[src/rtl/baud_gen_frac.sv]
// Fractional-N oversample tick generator with free-running TX bit phase and a
// re-alignable RX phase (mid-bit sample and bit-end strobes).
module baud_gen_frac #(
  parameter int CLK_FREQ   = 100000000,
  parameter int BAUD_RATE  = 115200,
  parameter int OVERSAMPLE = 16,
  parameter int DIV_W      = 16,
  parameter int FRAC_W     = 4
) (
  input  logic              clk,
  input  logic              reset,
  input  logic              enable,
  input  logic [DIV_W-1:0]  div_int_in,
  input  logic [FRAC_W-1:0] div_frac_in,
  input  logic              div_load,
  input  logic              rx_restart,
  output logic              os_tick,
  output logic              tx_tick,
  output logic              rx_sample,
  output logic              rx_bit_end,
  output logic              div_pending
);

  localparam int     PH_W    = $clog2(OVERSAMPLE);
  localparam longint OS_RATE = longint'(BAUD_RATE) * longint'(OVERSAMPLE);
  localparam longint REM     = longint'(CLK_FREQ) % OS_RATE;

  localparam logic [DIV_W-1:0]  DEF_INT  = DIV_W'(longint'(CLK_FREQ) / OS_RATE);
  // Rounded remainder: (2*REM*2^FRAC_W + OS_RATE) / (2*OS_RATE).
  localparam logic [FRAC_W-1:0] DEF_FRAC =
    FRAC_W'(((REM << (FRAC_W + 1)) + OS_RATE) / (2 * OS_RATE));

  localparam logic [PH_W-1:0] PH_LAST = PH_W'(OVERSAMPLE - 1);
  localparam logic [PH_W-1:0] PH_MID  = PH_W'(OVERSAMPLE / 2 - 1);

  logic [DIV_W-1:0]  cnt_q, cnt_d;
  logic [FRAC_W-1:0] acc_q, acc_d;
  logic              carry_q, carry_d;
  logic [DIV_W-1:0]  act_int_q, act_int_d;
  logic [FRAC_W-1:0] act_frac_q, act_frac_d;
  logic [DIV_W-1:0]  sh_int_q, sh_int_d;
  logic [FRAC_W-1:0] sh_frac_q, sh_frac_d;
  logic              pend_q, pend_d;
  logic [PH_W-1:0]   tx_phase_q, tx_phase_d;
  logic [PH_W-1:0]   rx_phase_q, rx_phase_d;
  logic              os_tick_q, os_tick_d;
  logic              tx_tick_q, tx_tick_d;
  logic              rx_sample_q, rx_sample_d;
  logic              rx_bit_end_q, rx_bit_end_d;

  logic [DIV_W:0]    cur_last;
  logic              wrap;
  logic [DIV_W-1:0]  next_int;
  logic [FRAC_W-1:0] next_frac;
  logic [FRAC_W:0]   frac_sum;

  function automatic logic [DIV_W-1:0] clamp2(input logic [DIV_W-1:0] v);
    return (v < DIV_W'(2)) ? DIV_W'(2) : v;
  endfunction

  always_comb begin
    // NOTE: every signal gets a default before any branch so no latch is inferred.
    cur_last  = {1'b0, clamp2(act_int_q)} + {{DIV_W{1'b0}}, carry_q} - (DIV_W+1)'(1);
    wrap      = enable && ({1'b0, cnt_q} == cur_last);
    // A load coincident with the wrap bypasses the shadow and applies immediately.
    next_int  = div_load ? div_int_in  : (pend_q ? sh_int_q  : act_int_q);
    next_frac = div_load ? div_frac_in : (pend_q ? sh_frac_q : act_frac_q);
    frac_sum  = {1'b0, acc_q} + {1'b0, next_frac};

    cnt_d        = cnt_q;
    acc_d        = acc_q;
    carry_d      = carry_q;
    act_int_d    = act_int_q;
    act_frac_d   = act_frac_q;
    sh_int_d     = sh_int_q;
    sh_frac_d    = sh_frac_q;
    pend_d       = pend_q;
    tx_phase_d   = tx_phase_q;
    rx_phase_d   = rx_phase_q;
    os_tick_d    = 1'b0;
    tx_tick_d    = 1'b0;
    rx_sample_d  = 1'b0;
    rx_bit_end_d = 1'b0;

    if (div_load) begin
      sh_int_d  = div_int_in;
      sh_frac_d = div_frac_in;
      pend_d    = 1'b1;
    end

    if (!enable) begin
      cnt_d      = '0;
      acc_d      = '0;
      carry_d    = 1'b0;
      tx_phase_d = '0;
      rx_phase_d = '0;
    end else begin
      if (wrap) begin
        cnt_d               = '0;
        {carry_d, acc_d}    = frac_sum;
        act_int_d           = next_int;
        act_frac_d          = next_frac;
        pend_d              = 1'b0;
        tx_phase_d          = tx_phase_q + PH_W'(1);
        os_tick_d           = 1'b1;
        tx_tick_d           = (tx_phase_q == PH_LAST);
      end else begin
        cnt_d = cnt_q + DIV_W'(1);
      end

      // Restart wins over a coincident wrap: that wrap never counts for RX.
      if (rx_restart) begin
        rx_phase_d = '0;
      end else if (wrap) begin
        rx_phase_d   = rx_phase_q + PH_W'(1);
        rx_sample_d  = (rx_phase_q == PH_MID);
        rx_bit_end_d = (rx_phase_q == PH_LAST);
      end
    end
  end

  // NOTE: sequential state uses non-blocking assignments only; the async reset
  // also restores the default divisor and drops any pending shadow value.
  always_ff @(posedge clk or negedge reset) begin
    if (!reset) begin
      cnt_q        <= '0;
      acc_q        <= '0;
      carry_q      <= 1'b0;
      act_int_q    <= DEF_INT;
      act_frac_q   <= DEF_FRAC;
      sh_int_q     <= DEF_INT;
      sh_frac_q    <= DEF_FRAC;
      pend_q       <= 1'b0;
      tx_phase_q   <= '0;
      rx_phase_q   <= '0;
      os_tick_q    <= 1'b0;
      tx_tick_q    <= 1'b0;
      rx_sample_q  <= 1'b0;
      rx_bit_end_q <= 1'b0;
    end else begin
      cnt_q        <= cnt_d;
      acc_q        <= acc_d;
      carry_q      <= carry_d;
      act_int_q    <= act_int_d;
      act_frac_q   <= act_frac_d;
      sh_int_q     <= sh_int_d;
      sh_frac_q    <= sh_frac_d;
      pend_q       <= pend_d;
      tx_phase_q   <= tx_phase_d;
      rx_phase_q   <= rx_phase_d;
      os_tick_q    <= os_tick_d;
      tx_tick_q    <= tx_tick_d;
      rx_sample_q  <= rx_sample_d;
      rx_bit_end_q <= rx_bit_end_d;
    end
  end

  assign os_tick     = os_tick_q;
  assign tx_tick     = tx_tick_q;
  assign rx_sample   = rx_sample_q;
  assign rx_bit_end  = rx_bit_end_q;
  assign div_pending = pend_q;

endmodule

[config.mk]
export PLATFORM = sky130hd
export DESIGN_NAME = baud_gen_frac
export DESIGN_NICKNAME = d
export VERILOG_FILES = /design/src/rtl/baud_gen_frac.sv
export SDC_FILE = /design/constraint.sdc
export NUM_CORES = 1
export LEC_CHECK = 0
export ABC_AREA = 1
export BUFFER_PORTS_ARGS = -buffer_cell sky130_fd_sc_hd__clkbuf_2
export CAP_MARGIN = 20
export CORE_ASPECT_RATIO = 1.4
export CORE_MARGIN = 8
export CORE_UTILIZATION = 30
export CTS_CLUSTER_SIZE = 28
export DETAILED_ROUTE_END_ITERATION = 8
export SYNTH_ARGS = -nofsm -noshare
export SYNTH_HDL_FRONTEND = slang
export SYNTH_SLANG_ARGS = --single-unit
[constraint.sdc]
create_clock -name clk -period 3.67 [get_ports clk]
set_input_delay 0 -clock clk [delete_from_list [all_inputs] [get_ports clk]]
set_output_delay 0 -clock clk [all_outputs]
set_load 0.02 [all_outputs]
==> reports/metrics.csv <==
metric;value;unit
run_status;finished, final reports clean;
via_count_of_the_first_global_routing_pass;3663;
cts_tree;yes;
timing.final.crit_period;3.226;ns
static_leakage_power;2.525;nW
dr_total_vias;3417;
post_dp_cell_area;4382;µm²
min_period_over_period;87.89;%
placed_cells_incl_taps;716;
cts-buffers-inserted;9;
critical-path-max-stage-delay;0.45;ns
worstPathBufferInverterCount;1;
worst_slew_margin_rel;51.02;%
net-switching-power;0.0005364;W
design.portCount;30;
post-synth-top-area-fraction;39.49;%
switching_share;25.42;%
drc;0;
cts_post_setup_buffers_inserted;0;
grt_setup_unrepaired;no;
die-width;114.3;µm
clock-root-buffer;sky130_fd_sc_hd__clkbuf_16;
worst_slew_pin_slew;0.7348;ns
worstSkewPairLatency;0.34;ns
critical_path_arrival;3.45;ns
drive_gt1_share;14.51;%
dieHeight;153.6;µm
grtUsageTotal;11.93;%
synthesis.area;4055;µm²
antenna_cells;0;
cts_htree_levels;3;
ctsLongestPathBuffers;2;
regToRegSetupSlack;0.44;ns
hold_path_depth;3;
share_of_the_core_filled_with_cells;36.96;%
synth.avg_cell_area;7.889;µm²
hold-path-endpoint;sh_int_q[4]$_DFFE_PN1P_;
die_area;17550;µm²
rows;50;
final-hold-violation-count;0;
number_of_nets_in_the_layout;602;
slew_violations;0;
r2r_end;act_int_q[11]$_DFFE_PN0P_;
place.port_buffers;29;
finalInstanceArea;4925;µm²
min_from;div_load;
peakVddDrop;0.2987;mV
timing.clock.skew;0.008341;ns
timing.setup.critical_path_class;reg -> reg;
comb_power_share;13.7;%
synth_area_leader_cell;sky130_fd_sc_hd__dfrtp_1;
grt_antenna_before_repair;0;
timing.critical_path.required;3.90;ns
crit_path_start_kind;flip-flop;
globalRoute.totalOverflow;0;
initialDrtViolationCount;160;
routabilityCongestion;0.9484;
detail_route.wirelength;9538;µm
setup.worst_path.end_class;flip-flop;
syn_nets;549;
drt_pass1_iterations;4;
cp_cell_sequence;nor2_1 -> nand2_1 -> nor2_4 -> nand2_4 -> nand2_1 -> ha_1 -> ha_1 -> inv_1 -> nor2_1 -> xnor3_1 -> nor2_1 -> nand4_1 -> nor2_1 -> nand4_2 -> nand2_1 -> nand2_1;
area.growth.synth_to_final;21.44;%
post_synth_main_area_contributors;sky130_fd_sc_hd__dfrtp_1 39%, sky130_fd_sc_hd__nand2_1 17%, sky130_fd_sc_hd__dfstp_2 6.5%, sky130_fd_sc_hd__nand3_1 4.9%, sky130_fd_sc_hd__nor2_1 4.5%;
grt_start_max_net_pins;32;
setup-violations-final;0;
ys_seq_area_share;45.97;%
critPathMaxFanout;16;
critical_path.slowest_cell;sky130_fd_sc_hd__dfrtp_1;
via_per_inst;4.532;
setup-tns-final;0;ns
cell_internal_pwr;0.001574;W
worst-r2r-cell-count;16;
final-instance-count-excl-fill;754;
grt_pass1_wl;16860;µm
seq_power_share;41.4;%
power-per-cell-area;428.4;nW/µm²
coreArea;13330;µm²
fmax;310.0;MHz
routed_wire_length_per_instance;12.65;µm
worst_hold_path_type;in -> reg;
post_drt_antenna_nets;0;
yosys_warnings;0;
critPathTopFamily;simple AND/OR/NAND/NOR gates;
clock_sink_count;74;
initial_utilization;30.43;%
critical_path.reg2reg.startpoint;act_int_q[7]$_DFFE_PN0P_;
max-cap-violations;0;
clk_transition_reported_paths;0.06;ns
synth_cells;514;
clock_power_share;44.8;%
ys_seq_elements;74;
post_synth_num_cell_types;37;
dpl.hpwl;7044;µm
[worst min-delay path, cell delays in order]
cell,delay [ns]
sky130_fd_sc_hd__clkbuf_2,0.28
sky130_fd_sc_hd__nand2_1,0.14
sky130_fd_sc_hd__nand2_1,0.06
[synthesized netlist by cell type]
cell and count:
sky130_fd_sc_hd__nand2_1 188, sky130_fd_sc_hd__dfrtp_1 64, sky130_fd_sc_hd__nor2_1 49, sky130_fd_sc_hd__inv_1 41, sky130_fd_sc_hd__nand3_1 40, sky130_fd_sc_hd__nand4_1 21
sky130_fd_sc_hd__xor2_1 12, sky130_fd_sc_hd__dfstp_2 10, sky130_fd_sc_hd__xnor2_1 10, sky130_fd_sc_hd__ha_1 9, sky130_fd_sc_hd__a21oi_1 7, sky130_fd_sc_hd__clkbuf_1 7
sky130_fd_sc_hd__nor3_1 7, sky130_fd_sc_hd__o21ai_0 7, sky130_fd_sc_hd__nor4_1 5, sky130_fd_sc_hd__buf_6 4, sky130_fd_sc_hd__o21ai_2 4, sky130_fd_sc_hd__nor2_2 3
sky130_fd_sc_hd__nor2_4 3, sky130_fd_sc_hd__nor3_2 3, sky130_fd_sc_hd__buf_1 2, sky130_fd_sc_hd__nand2_2 2, sky130_fd_sc_hd__or2_1 2, sky130_fd_sc_hd__a21o_1 1
sky130_fd_sc_hd__a31oi_1 1, sky130_fd_sc_hd__buf_2 1, sky130_fd_sc_hd__buf_4 1, sky130_fd_sc_hd__fa_1 1, sky130_fd_sc_hd__inv_2 1, sky130_fd_sc_hd__nand2_4 1
sky130_fd_sc_hd__nand3_2 1, sky130_fd_sc_hd__nand4_2 1, sky130_fd_sc_hd__nor2_8 1, sky130_fd_sc_hd__nor3b_2 1, sky130_fd_sc_hd__o21bai_1 1, sky130_fd_sc_hd__or2_2 1
sky130_fd_sc_hd__xnor3_1 1
[flip-flops by register name (all words and copies together), names as in the netlist, 4 cells and up]
signal      flops
sh_frac_q       4
tx_phase_q      4
sh_int_q       16
act_frac_q      4
rx_phase_q      4
acc_q           4
act_int_q      16
cnt_q          16
[power groups by stage]
stage	clock (W)	combinational, W	sequential (W)
after floorplan	0	0.000195	0.000882
after global placement	0	0.000266	0.000887
after detailed placement	0	0.000269	0.000888
after CTS	0.000965	0.000290	0.000874
after global routing	0.000988	0.000331	0.000878
final	0.000946	0.000290	0.000874
[worst max path at each step]
| stage | startpoint | endpoint | cells after the start | slack, ns |
|---|---|---|---|---|
| 2_1_floorplan | act_int_q[10]$_DFFE_PN0P_ | act_frac_q[1]$_DFFE_PN0P_ | 19 | 0.98 |
| 3_3_place_gp | act_int_q[7]$_DFFE_PN0P_ | cnt_q[15]$_DFF_PN0_ | 16 | 0.47 |
| 3_5_place_dp | act_int_q[7]$_DFFE_PN0P_ | cnt_q[15]$_DFF_PN0_ | 16 | 0.42 |
| 4_1_cts | act_int_q[7]$_DFFE_PN0P_ | cnt_q[15]$_DFF_PN0_ | 16 | 0.39 |
| 5_1_grt | act_int_q[7]$_DFFE_PN0P_ | act_int_q[6]$_DFFE_PN0P_ | 18 | 0.02 |
| 6_report | act_int_q[7]$_DFFE_PN0P_ | act_int_q[11]$_DFFE_PN0P_ | 16 | 0.44 |
[routing by layer]
metal,part of all wire [%],track usage (%),vias to the layer above,wire length (µm)
li1,-,-,1750,-
met1,42,12.78,1607,3991
met5,0,0,-,0
met3,2.4,2.078,16,226
met2,53,21.74,44,5068
met4,2.6,6.111,0,250
[cell usage in the layout (no fill, tap or decap), types with 2 or more instances in the layout]
cell type and count:
sky130_fd_sc_hd__nor4_1 5, sky130_fd_sc_hd__xnor2_1 10, sky130_fd_sc_hd__a21oi_1 7, sky130_fd_sc_hd__o21ai_0 7, sky130_fd_sc_hd__clkbuf_2 28, sky130_fd_sc_hd__xor2_1 12
sky130_fd_sc_hd__nand2_2 3, sky130_fd_sc_hd__nand4_1 21, sky130_fd_sc_hd__nand3_1 40, sky130_fd_sc_hd__o21ai_2 4, sky130_fd_sc_hd__bufinv_16 2, sky130_fd_sc_hd__clkbuf_16 9
sky130_fd_sc_hd__nor3_2 3, sky130_fd_sc_hd__nor3_1 7, sky130_fd_sc_hd__or2_1 2, sky130_fd_sc_hd__ha_1 9, sky130_fd_sc_hd__nor2_4 3, sky130_fd_sc_hd__dlygate4sd3_1 22
sky130_fd_sc_hd__buf_4 6, sky130_fd_sc_hd__inv_1 41, sky130_fd_sc_hd__nand2_1 187, sky130_fd_sc_hd__clkinv_2 2, sky130_fd_sc_hd__nor2_1 49, sky130_fd_sc_hd__dfstp_2 10
sky130_fd_sc_hd__dfrtp_1 64, sky130_fd_sc_hd__nor2_2 3
[what timing repair did]
item                       in CTS  in global routing
gates resized for setup         0                  1
hold endpoints to repair       48                  0
hold buffers                   22                  0
setup endpoints to repair       0                  1
[stage by stage]
stage / setup WS [ns] / hold slack (ns) / power [W]
4_1_cts: 0.3918 / 0.1414 / 0.002129
3_3_place_gp: 0.4680 / 0.05691 / 0.001153
2_1_floorplan: 0.9786 / -0.2956 / 0.001077
5_1_grt: 0.02069 / 0.1879 / 0.002197
6_report: 0.4444 / 0.1630 / 0.002110
3_5_place_dp: 0.4200 / 0.05009 / 0.001158
[kinds of logic after synthesis]
| logic type | Yosys count | share of synthesized area (%) |
|---|---|---|
| AOI/OAI and AO/OA | 21 | 3.116 |
| xor gates and xnor gates | 23 | 5.307 |
| adders and majority gates | 10 | 3.271 |
| buffers and inverters | 57 | 6.140 |
| DFF | 74 | 45.97 |
| and+or+nand+nor | 329 | 36.19 |
[layout make-up]
cell class / instances / area [µm²]
fillers: 1330 / 8401
multi-input cells: 383 / 1944
flip-flops and latches: 74 / 1864
repair buffers: 57 / 410.4
clock buffers: 11 / 242.7
well taps: 182 / 227.7
inverters: 42 / 157.7
clock inverters: 5 / 77.57
Note: power is estimated with default switching activity, not from simulation.
